$ cat src/rtl/board_pkg.sv
// rtl/board_pkg.sv - shared board-level constants for the input front end
package board_pkg;

  localparam int N_SW                    = 4;
  localparam int DEBOUNCE_CYCLES_DEFAULT = 1_000_000;
  localparam int RST_HOLD_DEFAULT        = 16;
  // Short debounce window so benches settle in a handful of cycles
  localparam int DEBOUNCE_CYCLES_SIM     = 4;

endpackage

$ cat src/rtl/input_conditioner_if.sv
// rtl/input_conditioner_if.sv - switch and reset signals between board pins and core logic
interface input_conditioner_if
  import board_pkg::*;
();

  logic [N_SW-1:0] switch_raw;
  logic            sys_reset;
  logic [N_SW-1:0] switch_clean;
  logic [N_SW-1:0] switch_rise;
  logic [N_SW-1:0] switch_fall;

  modport master (
    output switch_raw,
    input  sys_reset,
    input  switch_clean,
    input  switch_rise,
    input  switch_fall
  );

  modport slave (
    input  switch_raw,
    output sys_reset,
    output switch_clean,
    output switch_rise,
    output switch_fall
  );

endinterface

$ cat src/rtl/input_conditioner_debounce_bit.sv
// rtl/input_conditioner_debounce_bit.sv - two-flop synchroniser, debounce counter and edge pulses for one switch
module debounce_bit #(
  parameter int DEBOUNCE_CYCLES = 4
) (
  input  logic clk,
  input  logic reset,
  input  logic raw,
  input  logic suppress,
  output logic level,
  output logic rise,
  output logic fall
);

  localparam int            CW       = $clog2(DEBOUNCE_CYCLES);
  localparam logic [CW-1:0] CNT_LAST = CW'(DEBOUNCE_CYCLES - 1);

  logic          s1_q, s2_q;
  logic [CW-1:0] cnt_q, cnt_d;
  logic          level_q, level_d;
  logic          rise_q, rise_d;
  logic          fall_q, fall_d;

  // Any sample matching the current level discards all progress toward a change
  always_comb begin
    cnt_d   = cnt_q;
    level_d = level_q;
    rise_d  = 1'b0;
    fall_d  = 1'b0;
    if (s2_q == level_q) begin
      cnt_d = '0;
    end else if (cnt_q == CNT_LAST) begin
      level_d = s2_q;
      cnt_d   = '0;
      rise_d  = s2_q & ~suppress;
      fall_d  = ~s2_q & ~suppress;
    end else begin
      cnt_d = cnt_q + 1'b1;
    end
  end

  always_ff @(posedge clk) begin
    if (reset) begin
      s1_q    <= 1'b0;
      s2_q    <= 1'b0;
      cnt_q   <= '0;
      level_q <= 1'b0;
      rise_q  <= 1'b0;
      fall_q  <= 1'b0;
    end else begin
      s1_q    <= raw;
      s2_q    <= s1_q;
      cnt_q   <= cnt_d;
      level_q <= level_d;
      rise_q  <= rise_d;
      fall_q  <= fall_d;
    end
  end

  assign level = level_q;
  assign rise  = rise_q;
  assign fall  = fall_q;

endmodule

$ cat src/rtl/input_conditioner.sv
// rtl/input_conditioner.sv - debounces board switches and stretches board reset into sys_reset
module input_conditioner
  import board_pkg::*;
#(
  parameter int DEBOUNCE_CYCLES = DEBOUNCE_CYCLES_DEFAULT,
  parameter int RST_HOLD        = RST_HOLD_DEFAULT
) (
  input logic                 clk,
  input logic                 reset,
  input_conditioner_if.slave  sw
);

  localparam int            RW        = $clog2(RST_HOLD + 1);
  localparam logic [RW-1:0] RCNT_HOLD = RW'(RST_HOLD);

  logic [RW-1:0]   rcnt_q, rcnt_d;
  logic            sys_reset_q, sys_reset_d;
  logic [N_SW-1:0] clean_w, rise_w, fall_w;

  always_comb begin
    rcnt_d      = rcnt_q;
    sys_reset_d = sys_reset_q;
    if (reset) begin
      rcnt_d      = '0;
      sys_reset_d = 1'b1;
    end else begin
      rcnt_d      = (rcnt_q == RCNT_HOLD) ? rcnt_q : rcnt_q + 1'b1;
      sys_reset_d = (rcnt_d != RCNT_HOLD);
    end
  end

  always_ff @(posedge clk) begin
    if (reset) begin
      rcnt_q      <= '0;
      sys_reset_q <= 1'b1;
    end else begin
      rcnt_q      <= rcnt_d;
      sys_reset_q <= sys_reset_d;
    end
  end

  // Next-state reset gates edges so a pulse never coexists with sys_reset high
  for (genvar i = 0; i < N_SW; i++) begin : g_bit
    debounce_bit #(
      .DEBOUNCE_CYCLES(DEBOUNCE_CYCLES)
    ) u_bit (
      .clk      (clk),
      .reset    (reset),
      .raw      (sw.switch_raw[i]),
      .suppress (sys_reset_d),
      .level    (clean_w[i]),
      .rise     (rise_w[i]),
      .fall     (fall_w[i])
    );
  end

  assign sw.sys_reset    = sys_reset_q;
  assign sw.switch_clean = clean_w;
  assign sw.switch_rise  = rise_w;
  assign sw.switch_fall  = fall_w;

endmodule

$ cat src/flat_wrapper.sv
// flat-port wrapper written by rule: the top's interface ports become plain ports
module input_conditioner_flat import board_pkg::*;
#(
  parameter int DEBOUNCE_CYCLES = DEBOUNCE_CYCLES_DEFAULT,
  parameter int RST_HOLD        = RST_HOLD_DEFAULT
)
  (clk, reset, sw_switch_raw, sw_sys_reset, sw_switch_clean, sw_switch_rise, sw_switch_fall);
  input_conditioner_if sw_i ();
  input logic clk;
  input logic reset;
  input wire logic [$bits(sw_i.switch_raw)-1:0] sw_switch_raw;
  output wire logic [$bits(sw_i.sys_reset)-1:0] sw_sys_reset;
  output wire logic [$bits(sw_i.switch_clean)-1:0] sw_switch_clean;
  output wire logic [$bits(sw_i.switch_rise)-1:0] sw_switch_rise;
  output wire logic [$bits(sw_i.switch_fall)-1:0] sw_switch_fall;
  assign sw_i.switch_raw = sw_switch_raw;
  assign sw_sys_reset = sw_i.sys_reset;
  assign sw_switch_clean = sw_i.switch_clean;
  assign sw_switch_rise = sw_i.switch_rise;
  assign sw_switch_fall = sw_i.switch_fall;
  input_conditioner #(.DEBOUNCE_CYCLES(DEBOUNCE_CYCLES), .RST_HOLD(RST_HOLD)) u_core (.clk(clk), .reset(reset), .sw(sw_i));
endmodule
$ cat config.mk
export PLATFORM = sky130hd
export DESIGN_NAME = input_conditioner_flat
export DESIGN_NICKNAME = d
export VERILOG_FILES = /design/src/rtl/board_pkg.sv /design/src/rtl/input_conditioner_if.sv /design/src/rtl/input_conditioner_debounce_bit.sv /design/src/rtl/input_conditioner.sv /design/src/flat_wrapper.sv
export SDC_FILE = /design/constraint.sdc
export NUM_CORES = 1
export LEC_CHECK = 0
export ABC_AREA = 0
export BUFFER_PORTS_ARGS = -buffer_cell sky130_fd_sc_hd__buf_2
export CORE_UTILIZATION = 40
export DETAILED_ROUTE_END_ITERATION = 8
export GPL_TIMING_DRIVEN = 0
export PLACE_DENSITY = 0.66
export SLEW_MARGIN = 20
export SYNTH_ARGS = -nofsm -noshare
export SYNTH_HDL_FRONTEND = slang
export SYNTH_HIERARCHICAL = 1
export SYNTH_SLANG_ARGS = --single-unit
$ cat constraint.sdc
create_clock -name clk -period 5.7 [get_ports clk]
set_clock_uncertainty 0.05 [all_clocks]
set_input_delay 0.57 -clock clk [delete_from_list [all_inputs] [get_ports clk]]
set_output_delay 0.57 -clock clk [all_outputs]
set_load 0.01 [all_outputs]
==> flow_results.xml, run 1 <==
<?xml version="1.0" encoding="UTF-8"?>
<metrics>
  <group name="run_status">
    <metric name="status" unit="">complete, no violations</metric>
  </group>
  <group name="detailed_routing">
    <metric name="avgViaCountPerCell" unit="">5.282</metric>
    <metric name="detail_route.wirelength" unit="um">8880</metric>
    <metric name="dr.pass1.iters" unit="">5</metric>
    <metric name="initialDrtViolationCount" unit="">158</metric>
    <metric name="drcViolationCount" unit="">0</metric>
    <metric name="route.met2.wl" unit="um">4191</metric>
    <metric name="detail_route.wl_per_cell" unit="um">12.52</metric>
    <metric name="routed_metal_1_wirelength" unit="um">4364</metric>
    <metric name="detailroute.wirelength.met3" unit="um">211</metric>
    <metric name="ant_nets" unit="">0</metric>
    <metric name="highest_layer" unit="">met4</metric>
    <metric name="detailroute.via_count" unit="">3745</metric>
  </group>
  <group name="clock_tree">
    <metric name="clk_pin_slew_worst_paths" unit="ns">0.07</metric>
    <metric name="ctsHtreeMaxLevel" unit="">3</metric>
    <metric name="clock_latency" unit="ns">0.34</metric>
    <metric name="clock_tree_from_tritoncts" unit="">done</metric>
    <metric name="cts.sink_count" unit="">106</metric>
    <metric name="numCtsBuffers" unit="">9</metric>
    <metric name="postCtsResizedCells" unit="">0</metric>
    <metric name="master_cell_of_the_clock_root_buffer" unit="">sky130_fd_sc_hd__clkbuf_16</metric>
    <metric name="cts-hold-fix-buffers" unit="">0</metric>
    <metric name="post_cts_buffers" unit="">0</metric>
    <metric name="cts-root-to-sink-buffers" unit="">2</metric>
  </group>
  <group name="logic_synthesis">
    <metric name="syn_area_per_cell" unit="um^2">8.907</metric>
    <metric name="yosys_most_used_dff" unit="">sky130_fd_sc_hd__dfxtp_1</metric>
    <metric name="area_of_the_mapped_netlist" unit="mm^2">0.004738</metric>
    <metric name="synthMostInstantiatedCell" unit="">sky130_fd_sc_hd__dfxtp_1</metric>
    <metric name="synth_seq_area_share" unit="%">44.78</metric>
    <metric name="yosysWarningCount" unit="">6</metric>
    <metric name="synth_cell_type_count" unit="">34</metric>
    <metric name="yosys.area.top_type_share" unit="%">44.78</metric>
    <metric name="leading_post_synthesis_cells_by_instance_count" unit="">sky130_fd_sc_hd__dfxtp_1 (106), sky130_fd_sc_hd__nor2_1 (64), sky130_fd_sc_hd__nand2_1 (37), sky130_fd_sc_hd__or3_1 (36)</metric>
    <metric name="cells_after_synth" unit="">532</metric>
    <metric name="synthesis.nets" unit="">544</metric>
    <metric name="netlist.top_cell.by_area" unit="">sky130_fd_sc_hd__dfxtp_1</metric>
    <metric name="postSynthRegisterBits" unit="">106</metric>
    <metric name="synth_edf_count" unit="">0</metric>
    <metric name="netlist_top_cells_area" unit="">sky130_fd_sc_hd__dfxtp_1 (45%), sky130_fd_sc_hd__xor2_1 (5.4%), sky130_fd_sc_hd__nor2_1 (5.1%)</metric>
    <metric name="async_reset_ff_share" unit="%">0</metric>
  </group>
  <group name="timing">
    <metric name="max_freq" unit="GHz">0.4375</metric>
    <metric name="grt_setup_unrepaired" unit="">no</metric>
    <metric name="final-setup-viol-count" unit="">0</metric>
    <metric name="slew_headroom" unit="%">73.44</metric>
    <metric name="maxSlewViolCount" unit="">0</metric>
    <metric name="finalSetupTns" unit="ns">0</metric>
    <metric name="timing.final.crit_share" unit="%">40.10</metric>
    <metric name="hold_violations" unit="">0</metric>
    <metric name="worst-slew-pin-transition" unit="ns">0.3984</metric>
    <metric name="timing.final.crit_period" unit="ns">2.286</metric>
  </group>
  <group name="placement">
    <metric name="dpl-instance-area" unit="mm^2">0.005007</metric>
    <metric name="gpl.final_weighted_congestion" unit="">0.7834</metric>
    <metric name="dp_hpwl" unit="um">6196</metric>
    <metric name="placement.io_buffers" unit="">18</metric>
  </group>
  <group name="die">
    <metric name="core-area" unit="mm^2">0.01147</metric>
    <metric name="io-pin-count" unit="">19</metric>
    <metric name="floorplan.die_area" unit="mm^2">0.01229</metric>
    <metric name="initial_standard_cell_utilization_of_the_core" unit="%">41.32</metric>
    <metric name="fp.dieH" unit="um">110.8</metric>
    <metric name="rows" unit="">39</metric>
    <metric name="die_width" unit="um">110.8</metric>
  </group>
  <group name="setup_path">
    <metric name="cp_slowest_stage_delay" unit="ns">0.66</metric>
    <metric name="critPathArrivalTime" unit="ns">2.51</metric>
    <metric name="worst_setup_path_startpoint" unit="">u_core/rcnt_q[0]$_SDFF_PP0_</metric>
    <metric name="crit_required" unit="ns">5.93</metric>
    <metric name="crit_slowest_cell" unit="">sky130_fd_sc_hd__or4b_1</metric>
    <metric name="crit_chain" unit="">inv_1, ha_1, and4bb_1, a31oi_1, or4b_1, nor4_1, and2_1</metric>
    <metric name="timing.setup.critical_path_class" unit="">flop to flop</metric>
    <metric name="setup.worst_path.end_class" unit="">flop</metric>
    <metric name="rr_endpoint" unit="">u_core/g_bit[2].u_bit/rise$_SDFF_PP0_</metric>
    <metric name="setup.worst_path.start_class" unit="">flop</metric>
    <metric name="worst-r2r-setup-slack" unit="ns">3.41</metric>
    <metric name="critical_path.endpoint" unit="">u_core/g_bit[2].u_bit/rise$_SDFF_PP0_</metric>
    <metric name="worst_r2r_startpoint" unit="">u_core/rcnt_q[0]$_SDFF_PP0_</metric>
    <metric name="crit_fanout" unit="">4</metric>
    <metric name="timing.reg2reg.worst_path_depth" unit="">7</metric>
  </group>
  <group name="cells_and_area">
    <metric name="antenna-diode-count" unit="">0</metric>
    <metric name="finish.net_count" unit="">573</metric>
    <metric name="area.growth.synth_to_final" unit="%">11.70</metric>
    <metric name="fraction_of_final_layout_cells_with_drive_strength_greater_than_1" unit="%">13.43</metric>
    <metric name="post-route-cell-area" unit="mm^2">0.005293</metric>
    <metric name="n_fill_cell" unit="">1112</metric>
  </group>
  <group name="grt">
    <metric name="vias_in_the_first_global_route" unit="">3395</metric>
    <metric name="sum_of_overflow_across_all_layers_after_global_routing" unit="">0</metric>
    <metric name="wire_length_of_the_first_global_routing_pass" unit="um">15530</metric>
    <metric name="pin_count_of_the_biggest_net_entering_global_routing" unit="">23</metric>
    <metric name="global_route.usage.total" unit="%">15.41</metric>
    <metric name="grt_antenna_before_repair" unit="">0</metric>
  </group>
  <group name="worst_hold_path">
    <metric name="class_of_the_most_critical_hold_timing_path" unit="">input port to flop</metric>
  </group>
  <group name="power">
    <metric name="peakVddDrop" unit="uV">187.3</metric>
    <metric name="power_per_cell_area" unit="mW/mm^2">258.7</metric>
    <metric name="power.leakage" unit="nW">1.696</metric>
  </group>
  <group name="run">
    <metric name="max_cap_viol_count" unit="">0</metric>
  </group>
</metrics>
==> metal layers <==
metal	vias to the layer above	global-route usage (%)
met2	39	24.97
met5	-	0
met1	1771	19.59
li1	1927	-
met4	0	5.689
met3	8	4.155
==> cell type report <==
class	count	area (um^2)	share of cell area, %
buffer	24	150.1	2.837
clock buffer	15	277.8	5.248
clock inverter	1	7.507	0.1418
inverter	10	37.54	0.7092
multi-input combinational	392	2429	45.89
sequential	106	2122	40.09
tap	143	178.9	3.381
timing repair buffer	18	90.09	1.702
==> cells by family after synthesis <==
kind of cell / synth area share, %
AOI/OAI and AO/OA: 8.503
xor gates and xnor gates: 9.427
adders and majority gates: 1.584
buffers and inverters: 3.961
DFF: 44.78
muxes: 0.2376
and+or+nand+nor: 31.50
==> where the power goes <==
| group | internal [mW] | total (mW) | switching [mW] |
|---|---|---|---|
| Combinational | 0.0110 | 0.0251 | 0.0142 |
| Clock | 0.333 | 0.594 | 0.261 |
| Sequential | 0.746 | 0.750 | 0.00424 |
==> metrics by stage <==
stage | hold slack (ns) | setup slack (ns) | cells | power [mW] | util (%)
2_1_floorplan | 0.3638 | 3.758 | 532 | 0.7830 | -
3_3_place_gp | 0.3663 | 3.348 | 693 | 0.7907 | 43.67
3_5_place_dp | 0.3806 | 3.296 | 693 | 0.7924 | 43.67
4_1_cts | 0.3708 | 3.391 | 709 | 1.391 | 46.15
5_1_grt | 0.3750 | 3.234 | 709 | 1.425 | 46.15
6_report | 0.3865 | 3.414 | 709 | 1.369 | 46.15
==> worst max-delay path, delay by kind of cell, from the launching register on <==
family | cells | cell delay, ns
compound gates | 1 | 0.07
fa+ha+maj | 1 | 0.17
buf+inv | 1 | 0.13
flops | 1 | 0.34
simple gates | 4 | 1.45
==> registers in the layout, indices dropped and copies added, names as in the netlist <==
signal                    flops
u_core/g_bit.u_bit/cnt_q     80
u_core/g_bit.u_bit/fall       4
u_core/g_bit.u_bit/level      4
u_core/g_bit.u_bit/rise       4
u_core/g_bit.u_bit/s1_q       4
u_core/g_bit.u_bit/s2_q       4
u_core/rcnt_q                 5
u_core/sw.sys_reset           1
==> cell usage in the layout (no fill, tap or decap), drive strengths merged, types with 10 or more instances in the layout <==
| cell type | synthesis | layout |
|---|---|---|
| a21oi | 33 | 33 |
| and2 | 16 | 16 |
| buf | 16 | 34 |
| clkbuf | 8 | 23 |
| dfxtp | 106 | 106 |
| inv | 10 | 10 |
| nand2 | 37 | 37 |
| nand3 | 22 | 22 |
| nand4 | 28 | 28 |
| nor2 | 64 | 64 |
| nor2b | 10 | 10 |
| nor4 | 16 | 16 |
| o21ai | 28 | 28 |
| or3 | 36 | 36 |
| xnor2 | 22 | 22 |
| xor2 | 29 | 29 |
==> worst min-delay path by stage <==
stage	from	end	slack, ns	cells past startpoint
after detailed placement	u_core/g_bit[2].u_bit/s1_q$_SDFF_PP0_	u_core/g_bit[2].u_bit/s2_q$_SDFF_PP0_	0.38	1
after floorplan	u_core/g_bit[0].u_bit/s1_q$_SDFF_PP0_	u_core/g_bit[0].u_bit/s2_q$_SDFF_PP0_	0.36	1
final	sw_switch_raw[2]	u_core/g_bit[2].u_bit/s1_q$_SDFF_PP0_	0.39	2
after global placement	u_core/g_bit[2].u_bit/s1_q$_SDFF_PP0_	u_core/g_bit[2].u_bit/s2_q$_SDFF_PP0_	0.37	1
after global routing	sw_switch_raw[2]	u_core/g_bit[2].u_bit/s1_q$_SDFF_PP0_	0.37	2
after CTS	sw_switch_raw[1]	u_core/g_bit[1].u_bit/s1_q$_SDFF_PP0_	0.37	2
No activity file was read; power rests on OpenSTA's default activity.
==> run 2, diff against run 1 <==
Clock period 5.7 ns to 2.2 ns, I/O delays scaled along.
==> run 2 against run 1 <==
Net effect:
- wire length increased by 1.4%
- sequential cell count did not move
- clock power grew to 2.6 times the previous value
- global-route usage is 0.070 points higher
- design area is 2.1% higher
- first-iteration DRC count up 8.2%
- critical path type unchanged
==> flow_results.xml, run 2 (same netlist as run 1, synthesis figures left out) <==
<?xml version="1.0" encoding="UTF-8"?>
<metrics>
  <group name="placement">
    <metric name="dp_hpwl" unit="um">6196</metric>
    <metric name="gpl.final_weighted_congestion" unit="">0.7834</metric>
    <metric name="place_ws" unit="ns">-0.1069</metric>
    <metric name="total_placed_cells_including_tap_cells" unit="">693</metric>
    <metric name="placement.io_buffers" unit="">18</metric>
  </group>
  <group name="clock_tree">
    <metric name="clock_tree_from_tritoncts" unit="">done</metric>
    <metric name="ctsHtreeMaxLevel" unit="">3</metric>
    <metric name="cts-root-to-sink-buffers" unit="">2</metric>
    <metric name="clock_latency" unit="ns">0.35</metric>
    <metric name="clk_pin_slew_worst_paths" unit="ns">0.07</metric>
    <metric name="cts.sink_count" unit="">106</metric>
    <metric name="numCtsBuffers" unit="">9</metric>
    <metric name="master_cell_of_the_clock_root_buffer" unit="">sky130_fd_sc_hd__clkbuf_16</metric>
  </group>
  <group name="detailed_routing">
    <metric name="avgViaCountPerCell" unit="">5.306</metric>
    <metric name="ant_nets" unit="">0</metric>
    <metric name="detail_route.wl_per_cell" unit="um">12.64</metric>
    <metric name="dr.pass1.iters" unit="">4</metric>
    <metric name="detail_route.wirelength" unit="um">9003</metric>
    <metric name="drcViolationCount" unit="">0</metric>
    <metric name="initialDrtViolationCount" unit="">171</metric>
    <metric name="detailroute.via_count" unit="">3778</metric>
  </group>
  <group name="timing">
    <metric name="timing.final.crit_period" unit="ns">2.111</metric>
    <metric name="hold_violations" unit="">0</metric>
    <metric name="final_critical_path_setup_slack" unit="ns">0.08922</metric>
    <metric name="worst-slew-pin-transition" unit="ns">0.4157</metric>
    <metric name="maxSlewViolCount" unit="">0</metric>
    <metric name="timing.final.crit_share" unit="%">95.94</metric>
    <metric name="slew_headroom" unit="%">72.28</metric>
    <metric name="max_freq" unit="GHz">0.4738</metric>
    <metric name="final-setup-viol-count" unit="">0</metric>
  </group>
  <group name="cells_and_area">
    <metric name="register_area" unit="mm^2">0.002122</metric>
    <metric name="largest-register" unit="">u_core/g_bit.u_bit/cnt_q</metric>
    <metric name="final_cell_mix" unit="">sky130_fd_sc_hd__dfxtp_1 (106), sky130_fd_sc_hd__nor2_1 (64), sky130_fd_sc_hd__nand2_1 (37), sky130_fd_sc_hd__or3_1 (36), sky130_fd_sc_hd__buf_2 (34)</metric>
    <metric name="fraction_of_final_layout_cells_with_drive_strength_greater_than_1" unit="%">15.82</metric>
    <metric name="layout_commonest_cell" unit="">sky130_fd_sc_hd__dfxtp_1</metric>
    <metric name="core_util_final" unit="%">47.11</metric>
    <metric name="multi_input_comb_area" unit="mm^2">0.002501</metric>
    <metric name="largest_registers_ranked_by_flip_flop_count" unit="">u_core/g_bit.u_bit/cnt_q: 80 flops, u_core/rcnt_q: 5 flops</metric>
    <metric name="instances_no_fill" unit="">712</metric>
    <metric name="largest_register_ff_count" unit="">80</metric>
    <metric name="antenna-diode-count" unit="">0</metric>
    <metric name="finish.net_count" unit="">576</metric>
    <metric name="n_fill_cell" unit="">1097</metric>
    <metric name="area.growth.synth_to_final" unit="%">14.02</metric>
  </group>
  <group name="grt">
    <metric name="vias_in_the_first_global_route" unit="">3403</metric>
    <metric name="pin_count_of_the_biggest_net_entering_global_routing" unit="">23</metric>
    <metric name="grt_antenna_before_repair" unit="">0</metric>
    <metric name="sum_of_overflow_across_all_layers_after_global_routing" unit="">0</metric>
    <metric name="global_route.usage.total" unit="%">15.48</metric>
    <metric name="wire_length_of_the_first_global_routing_pass" unit="um">15590</metric>
  </group>
  <group name="setup_path">
    <metric name="worst_r2r_startpoint" unit="">u_core/rcnt_q[0]$_SDFF_PP0_</metric>
    <metric name="worst_setup_path_startpoint" unit="">u_core/rcnt_q[0]$_SDFF_PP0_</metric>
    <metric name="setup.worst_path.end_class" unit="">flop</metric>
    <metric name="timing.setup.critical_path_class" unit="">flop to flop</metric>
    <metric name="critPathArrivalTime" unit="ns">2.35</metric>
    <metric name="crit_fanout" unit="">4</metric>
    <metric name="setup.worst_path.start_class" unit="">flop</metric>
    <metric name="crit_required" unit="ns">2.44</metric>
  </group>
  <group name="die">
    <metric name="die_width" unit="um">110.8</metric>
    <metric name="core-area" unit="mm^2">0.01147</metric>
    <metric name="rows" unit="">39</metric>
    <metric name="floorplan.die_area" unit="mm^2">0.01229</metric>
    <metric name="fp.dieH" unit="um">110.8</metric>
    <metric name="io-pin-count" unit="">19</metric>
    <metric name="initial_standard_cell_utilization_of_the_core" unit="%">41.32</metric>
  </group>
  <group name="worst_hold_path">
    <metric name="class_of_the_most_critical_hold_timing_path" unit="">input port to flop</metric>
    <metric name="worst_hold_startpoint" unit="">sw_switch_raw[1]</metric>
  </group>
  <group name="power">
    <metric name="power_per_cell_area" unit="mW/mm^2">658.4</metric>
    <metric name="totalPowerFinal" unit="mW">3.557</metric>
    <metric name="power.leakage" unit="nW">1.792</metric>
    <metric name="peakVddDrop" unit="uV">488.0</metric>
  </group>
  <group name="run_status">
    <metric name="status" unit="">complete, no violations</metric>
  </group>
  <group name="run">
    <metric name="max_cap_viol_count" unit="">0</metric>
  </group>
</metrics>
## run 2: cell types whose count changed in the layout (fill, tap and decap cells not counted), moves of 2 or more
cell | before | now
sky130_fd_sc_hd__buf_4 | 0 | 2
sky130_fd_sc_hd__nor4_4 | 0 | 4
sky130_fd_sc_hd__and2_4 | 0 | 2
sky130_fd_sc_hd__nor4_1 | 16 | 12
sky130_fd_sc_hd__clkbuf_2 | 0 | 2
sky130_fd_sc_hd__clkbuf_1 | 7 | 5
sky130_fd_sc_hd__and2_1 | 16 | 14
## run 2: layout make-up
| type | count | area share, % |
|---|---|---|
| Buffer | 24 | 2.825 |
| Clock buffer | 15 | 5.141 |
| Clock inverter | 1 | 0.1390 |
| Inverter | 10 | 0.6948 |
| Multi-Input combinational cell | 392 | 46.29 |
| Sequential cell | 106 | 39.28 |
| Tap cell | 143 | 3.312 |
| Timing Repair Buffer | 21 | 2.316 |
## run 2: path summary, 6_finish.rpt
path	end	slack, ns	cells past startpoint
min	u_core/g_bit[1].u_bit/s1_q$_SDFF_PP0_	0.03	2
min reg2reg	u_core/g_bit[2].u_bit/s2_q$_SDFF_PP0_	0.39	1
max	u_core/g_bit[2].u_bit/rise$_SDFF_PP0_	0.09	8
max reg2reg	u_core/g_bit[2].u_bit/rise$_SDFF_PP0_	0.09	8
## run 2: timing repair
item	in CTS	in global routing
hold buffers	0	0
gates resized for setup	3	14
cloned	0	0
hold endpoints to repair	0	0
setup endpoints to repair	8	8
setup buffers	0	3
pin swaps	0	5
## run 2: power by group
part           switching [mW]  total, mW  internal, mW
Combinational          0.0387     0.0680        0.0292
Sequential             0.0114       1.94          1.93
Clock                   0.683       1.55         0.863
## run 2: critical path, stage by stage, from the launching register on
cell,delay [ns]
sky130_fd_sc_hd__dfxtp_1,0.35
sky130_fd_sc_hd__inv_2,0.09
sky130_fd_sc_hd__ha_1,0.16
sky130_fd_sc_hd__and4bb_1,0.23
sky130_fd_sc_hd__a31oi_1,0.07
sky130_fd_sc_hd__or4b_4,0.60
sky130_fd_sc_hd__buf_12,0.16
sky130_fd_sc_hd__nor4_4,0.15
sky130_fd_sc_hd__and2_4,0.19
## run 2: per-stage QoR
step	setup TNS, ns	cell area [um^2]	hold WS [ns]
3_3_place_gp	-0.007047	5007	0.3663
4_1_cts	0	5309	0.02082
3_5_place_dp	-0.5904	5007	0.3806
5_1_grt	-0.04606	5403	0.02498
6_report	0	5403	0.03452
2_1_floorplan	0	4738	0.2391
## run 2: per-layer routing
layer	wire length, um	track usage [%]	vias up	share of wire [%]
li1	-	-	1937	-
met1	4420	19.66	1776	49
met2	4203	25.13	55	47
met3	258	4.155	10	2.9
met4	121	5.689	0	1.3
met5	0	0	-	0
==> run 3, diff against run 2 <==
Clock period 2.2 ns to 2.3 ns, I/O delays scaled along.
==> run 3 against run 2 <==
Net effect:
- cell count shrank 0.42%
- clock-buffer cell count is the same
- first-iteration DRC count shrank 16%
- fmax shrank 4.3%
- clock power shrank 5%
- sequential cell count is the same
- worst setup slack gained 0.0060 ns
- sequential power shrank 4%
- die area is the same
- critical endpoint unchanged
- register-to-register slack is essentially flat
- wire length shrank 1.4%
- critical path type unchanged
==> flow_results.xml, run 3 (same netlist as run 1, synthesis figures left out) <==
<?xml version="1.0" encoding="UTF-8"?>
<metrics>
  <group name="run_status">
    <metric name="status" unit="">complete, no violations</metric>
  </group>
  <group name="cells_and_area">
    <metric name="area.growth.synth_to_final" unit="%">11.91</metric>
    <metric name="layout_commonest_cell" unit="">sky130_fd_sc_hd__dfxtp_1</metric>
    <metric name="finish.net_count" unit="">573</metric>
    <metric name="instances_no_fill" unit="">709</metric>
    <metric name="final_cell_mix" unit="">sky130_fd_sc_hd__dfxtp_1 (106), sky130_fd_sc_hd__nor2_1 (64), sky130_fd_sc_hd__nand2_1 (37), sky130_fd_sc_hd__or3_1 (36), sky130_fd_sc_hd__buf_2 (34)</metric>
    <metric name="fraction_of_final_layout_cells_with_drive_strength_greater_than_1" unit="%">13.78</metric>
    <metric name="n_fill_cell" unit="">1111</metric>
    <metric name="core_util_final" unit="%">46.24</metric>
    <metric name="largest-register" unit="">u_core/g_bit.u_bit/cnt_q</metric>
    <metric name="post-route-cell-area" unit="mm^2">0.005303</metric>
    <metric name="largest_register_ff_count" unit="">80</metric>
    <metric name="antenna-diode-count" unit="">0</metric>
    <metric name="largest_registers_ranked_by_flip_flop_count" unit="">u_core/g_bit.u_bit/cnt_q: 80 flops, u_core/rcnt_q: 5 flops</metric>
  </group>
  <group name="clock_tree">
    <metric name="ctsHtreeMaxLevel" unit="">3</metric>
    <metric name="master_cell_of_the_clock_root_buffer" unit="">sky130_fd_sc_hd__clkbuf_16</metric>
    <metric name="cts.sink_count" unit="">106</metric>
    <metric name="post_cts_buffers" unit="">0</metric>
    <metric name="numCtsBuffers" unit="">9</metric>
    <metric name="clock_tree_from_tritoncts" unit="">done</metric>
    <metric name="cts-root-to-sink-buffers" unit="">2</metric>
    <metric name="clock_latency" unit="ns">0.34</metric>
    <metric name="clk_pin_slew_worst_paths" unit="ns">0.06</metric>
  </group>
  <group name="placement">
    <metric name="gpl.final_weighted_congestion" unit="">0.7834</metric>
    <metric name="dp_hpwl" unit="um">6196</metric>
    <metric name="placement.io_buffers" unit="">18</metric>
    <metric name="dpl-instance-area" unit="mm^2">0.005007</metric>
    <metric name="place_ws" unit="ns">-0.006870</metric>
    <metric name="total_placed_cells_including_tap_cells" unit="">693</metric>
  </group>
  <group name="timing">
    <metric name="worst-slew-pin-transition" unit="ns">0.3972</metric>
    <metric name="grt_setup_unrepaired" unit="">yes</metric>
    <metric name="final.hold.worst_slack" unit="ns">0.04340</metric>
    <metric name="final_critical_path_setup_slack" unit="ns">0.09523</metric>
    <metric name="final-setup-viol-count" unit="">0</metric>
    <metric name="timing.final.crit_share" unit="%">95.86</metric>
    <metric name="max_freq" unit="GHz">0.4536</metric>
    <metric name="finalSetupTns" unit="ns">0</metric>
    <metric name="maxSlewViolCount" unit="">0</metric>
    <metric name="timing.final.crit_period" unit="ns">2.205</metric>
    <metric name="hold_violations" unit="">0</metric>
    <metric name="slew_headroom" unit="%">73.52</metric>
  </group>
  <group name="die">
    <metric name="core-area" unit="mm^2">0.01147</metric>
    <metric name="fp.dieH" unit="um">110.8</metric>
    <metric name="io-pin-count" unit="">19</metric>
    <metric name="initial_standard_cell_utilization_of_the_core" unit="%">41.32</metric>
    <metric name="die_width" unit="um">110.8</metric>
    <metric name="floorplan.die_area" unit="mm^2">0.01229</metric>
    <metric name="rows" unit="">39</metric>
  </group>
  <group name="setup_path">
    <metric name="cp.depth" unit="">7</metric>
    <metric name="crit_chain" unit="">inv_1, ha_1, and4bb_1, a31oi_1, or4b_4, nor4_1, and2_1</metric>
    <metric name="setup.worst_path.start_class" unit="">flop</metric>
    <metric name="worst_path_dominant_cell_family" unit="">simple AND/OR/NAND/NOR gates</metric>
    <metric name="cp_slowest_stage_delay" unit="ns">0.59</metric>
    <metric name="crit_required" unit="ns">2.53</metric>
    <metric name="setup.worst_path.end_class" unit="">flop</metric>
    <metric name="crit_fanout" unit="">4</metric>
    <metric name="critPathBufInv" unit="">1</metric>
    <metric name="critPathArrivalTime" unit="ns">2.43</metric>
    <metric name="timing.setup.critical_path_class" unit="">flop to flop</metric>
    <metric name="timing.reg2reg.worst_path_depth" unit="">7</metric>
    <metric name="worst-r2r-setup-slack" unit="ns">0.1</metric>
    <metric name="crit_slowest_cell" unit="">sky130_fd_sc_hd__or4b_4</metric>
  </group>
  <group name="detailed_routing">
    <metric name="detailroute.via_count" unit="">3753</metric>
    <metric name="drcViolationCount" unit="">0</metric>
    <metric name="initialDrtViolationCount" unit="">144</metric>
    <metric name="detail_route.wl_per_cell" unit="um">12.52</metric>
    <metric name="detail_route.wirelength" unit="um">8877</metric>
    <metric name="avgViaCountPerCell" unit="">5.293</metric>
    <metric name="ant_nets" unit="">0</metric>
    <metric name="dr.pass1.iters" unit="">4</metric>
  </group>
  <group name="worst_hold_path">
    <metric name="hold-path-cell-count" unit="">2</metric>
    <metric name="class_of_the_most_critical_hold_timing_path" unit="">input port to flop</metric>
  </group>
  <group name="power">
    <metric name="combPwrFrac" unit="%">1.9</metric>
    <metric name="power_switching" unit="mW">0.6924</metric>
    <metric name="peakVddDrop" unit="uV">464.3</metric>
    <metric name="internal-power" unit="mW">2.700</metric>
    <metric name="power_per_cell_area" unit="mW/mm^2">639.8</metric>
    <metric name="power.leakage" unit="nW">1.698</metric>
    <metric name="seq_power_share" unit="%">54.8</metric>
    <metric name="clockPowerShare" unit="%">43.4</metric>
    <metric name="sw_share" unit="%">20.41</metric>
    <metric name="totalPowerFinal" unit="mW">3.393</metric>
  </group>
  <group name="run">
    <metric name="max_cap_viol_count" unit="">0</metric>
  </group>
  <group name="grt">
    <metric name="vias_in_the_first_global_route" unit="">3395</metric>
    <metric name="sum_of_overflow_across_all_layers_after_global_routing" unit="">0</metric>
    <metric name="grt_antenna_before_repair" unit="">0</metric>
    <metric name="pin_count_of_the_biggest_net_entering_global_routing" unit="">23</metric>
    <metric name="global_route.usage.total" unit="%">15.41</metric>
    <metric name="wire_length_of_the_first_global_routing_pass" unit="um">15530</metric>
  </group>
</metrics>
==> run 3: cell types whose count changed in the layout (fill, tap and decap cells not counted), sizes merged <==
| cell | delta |
|---|---|
| buf | -3 |
==> run 3: per-layer routing <==
metal  vias to the layer above  routed length, um  GRT usage (%)
li1                       1929                  -              -
met1                      1762               4358          19.59
met2                        52               4144          24.97
met3                        10                252          4.155
met4                         0                121          5.689
met5                         -                  0              0
==> run 3: final timing paths <==
path                                                       startpoint                               endpoint
worst min register to register  u_core/g_bit[2].u_bit/s1_q$_SDFF_PP0_  u_core/g_bit[2].u_bit/s2_q$_SDFF_PP0_
worst max-delay path                      u_core/rcnt_q[0]$_SDFF_PP0_  u_core/g_bit[2].u_bit/rise$_SDFF_PP0_
worst min-delay path                                 sw_switch_raw[1]  u_core/g_bit[1].u_bit/s1_q$_SDFF_PP0_
worst max register to register            u_core/rcnt_q[0]$_SDFF_PP0_  u_core/g_bit[2].u_bit/rise$_SDFF_PP0_
==> run 3: final cells by class <==
| cell class | instances | area (um^2) | share of cell area [%] |
|---|---|---|---|
| clock buffer | 15 | 277.8 | 5.238 |
| multi-input combinational | 392 | 2439 | 45.99 |
| timing repair buffer | 18 | 90.09 | 1.699 |
| tap | 143 | 178.9 | 3.374 |
| clock inverter | 1 | 7.507 | 0.1416 |
| sequential | 106 | 2122 | 40.02 |
| inverter | 10 | 37.54 | 0.7079 |
| buffer | 24 | 150.1 | 2.832 |
==> run 3: power groups by stage <==
stage               combinational (mW)  clock (mW)  sequential [mW]
finish                          0.0631        1.47             1.86
floorplan                       0.0425           0             1.90
global route                    0.0715        1.60             1.86
detailed placement              0.0631           0             1.90
CTS                             0.0640        1.53             1.86
global placement                0.0600           0             1.90
==> run 3: timing repair <==
action	4_1_cts	5_1_grt
hold buffers	0	0
setup endpoints to repair	3	6
gates resized for setup	1	1
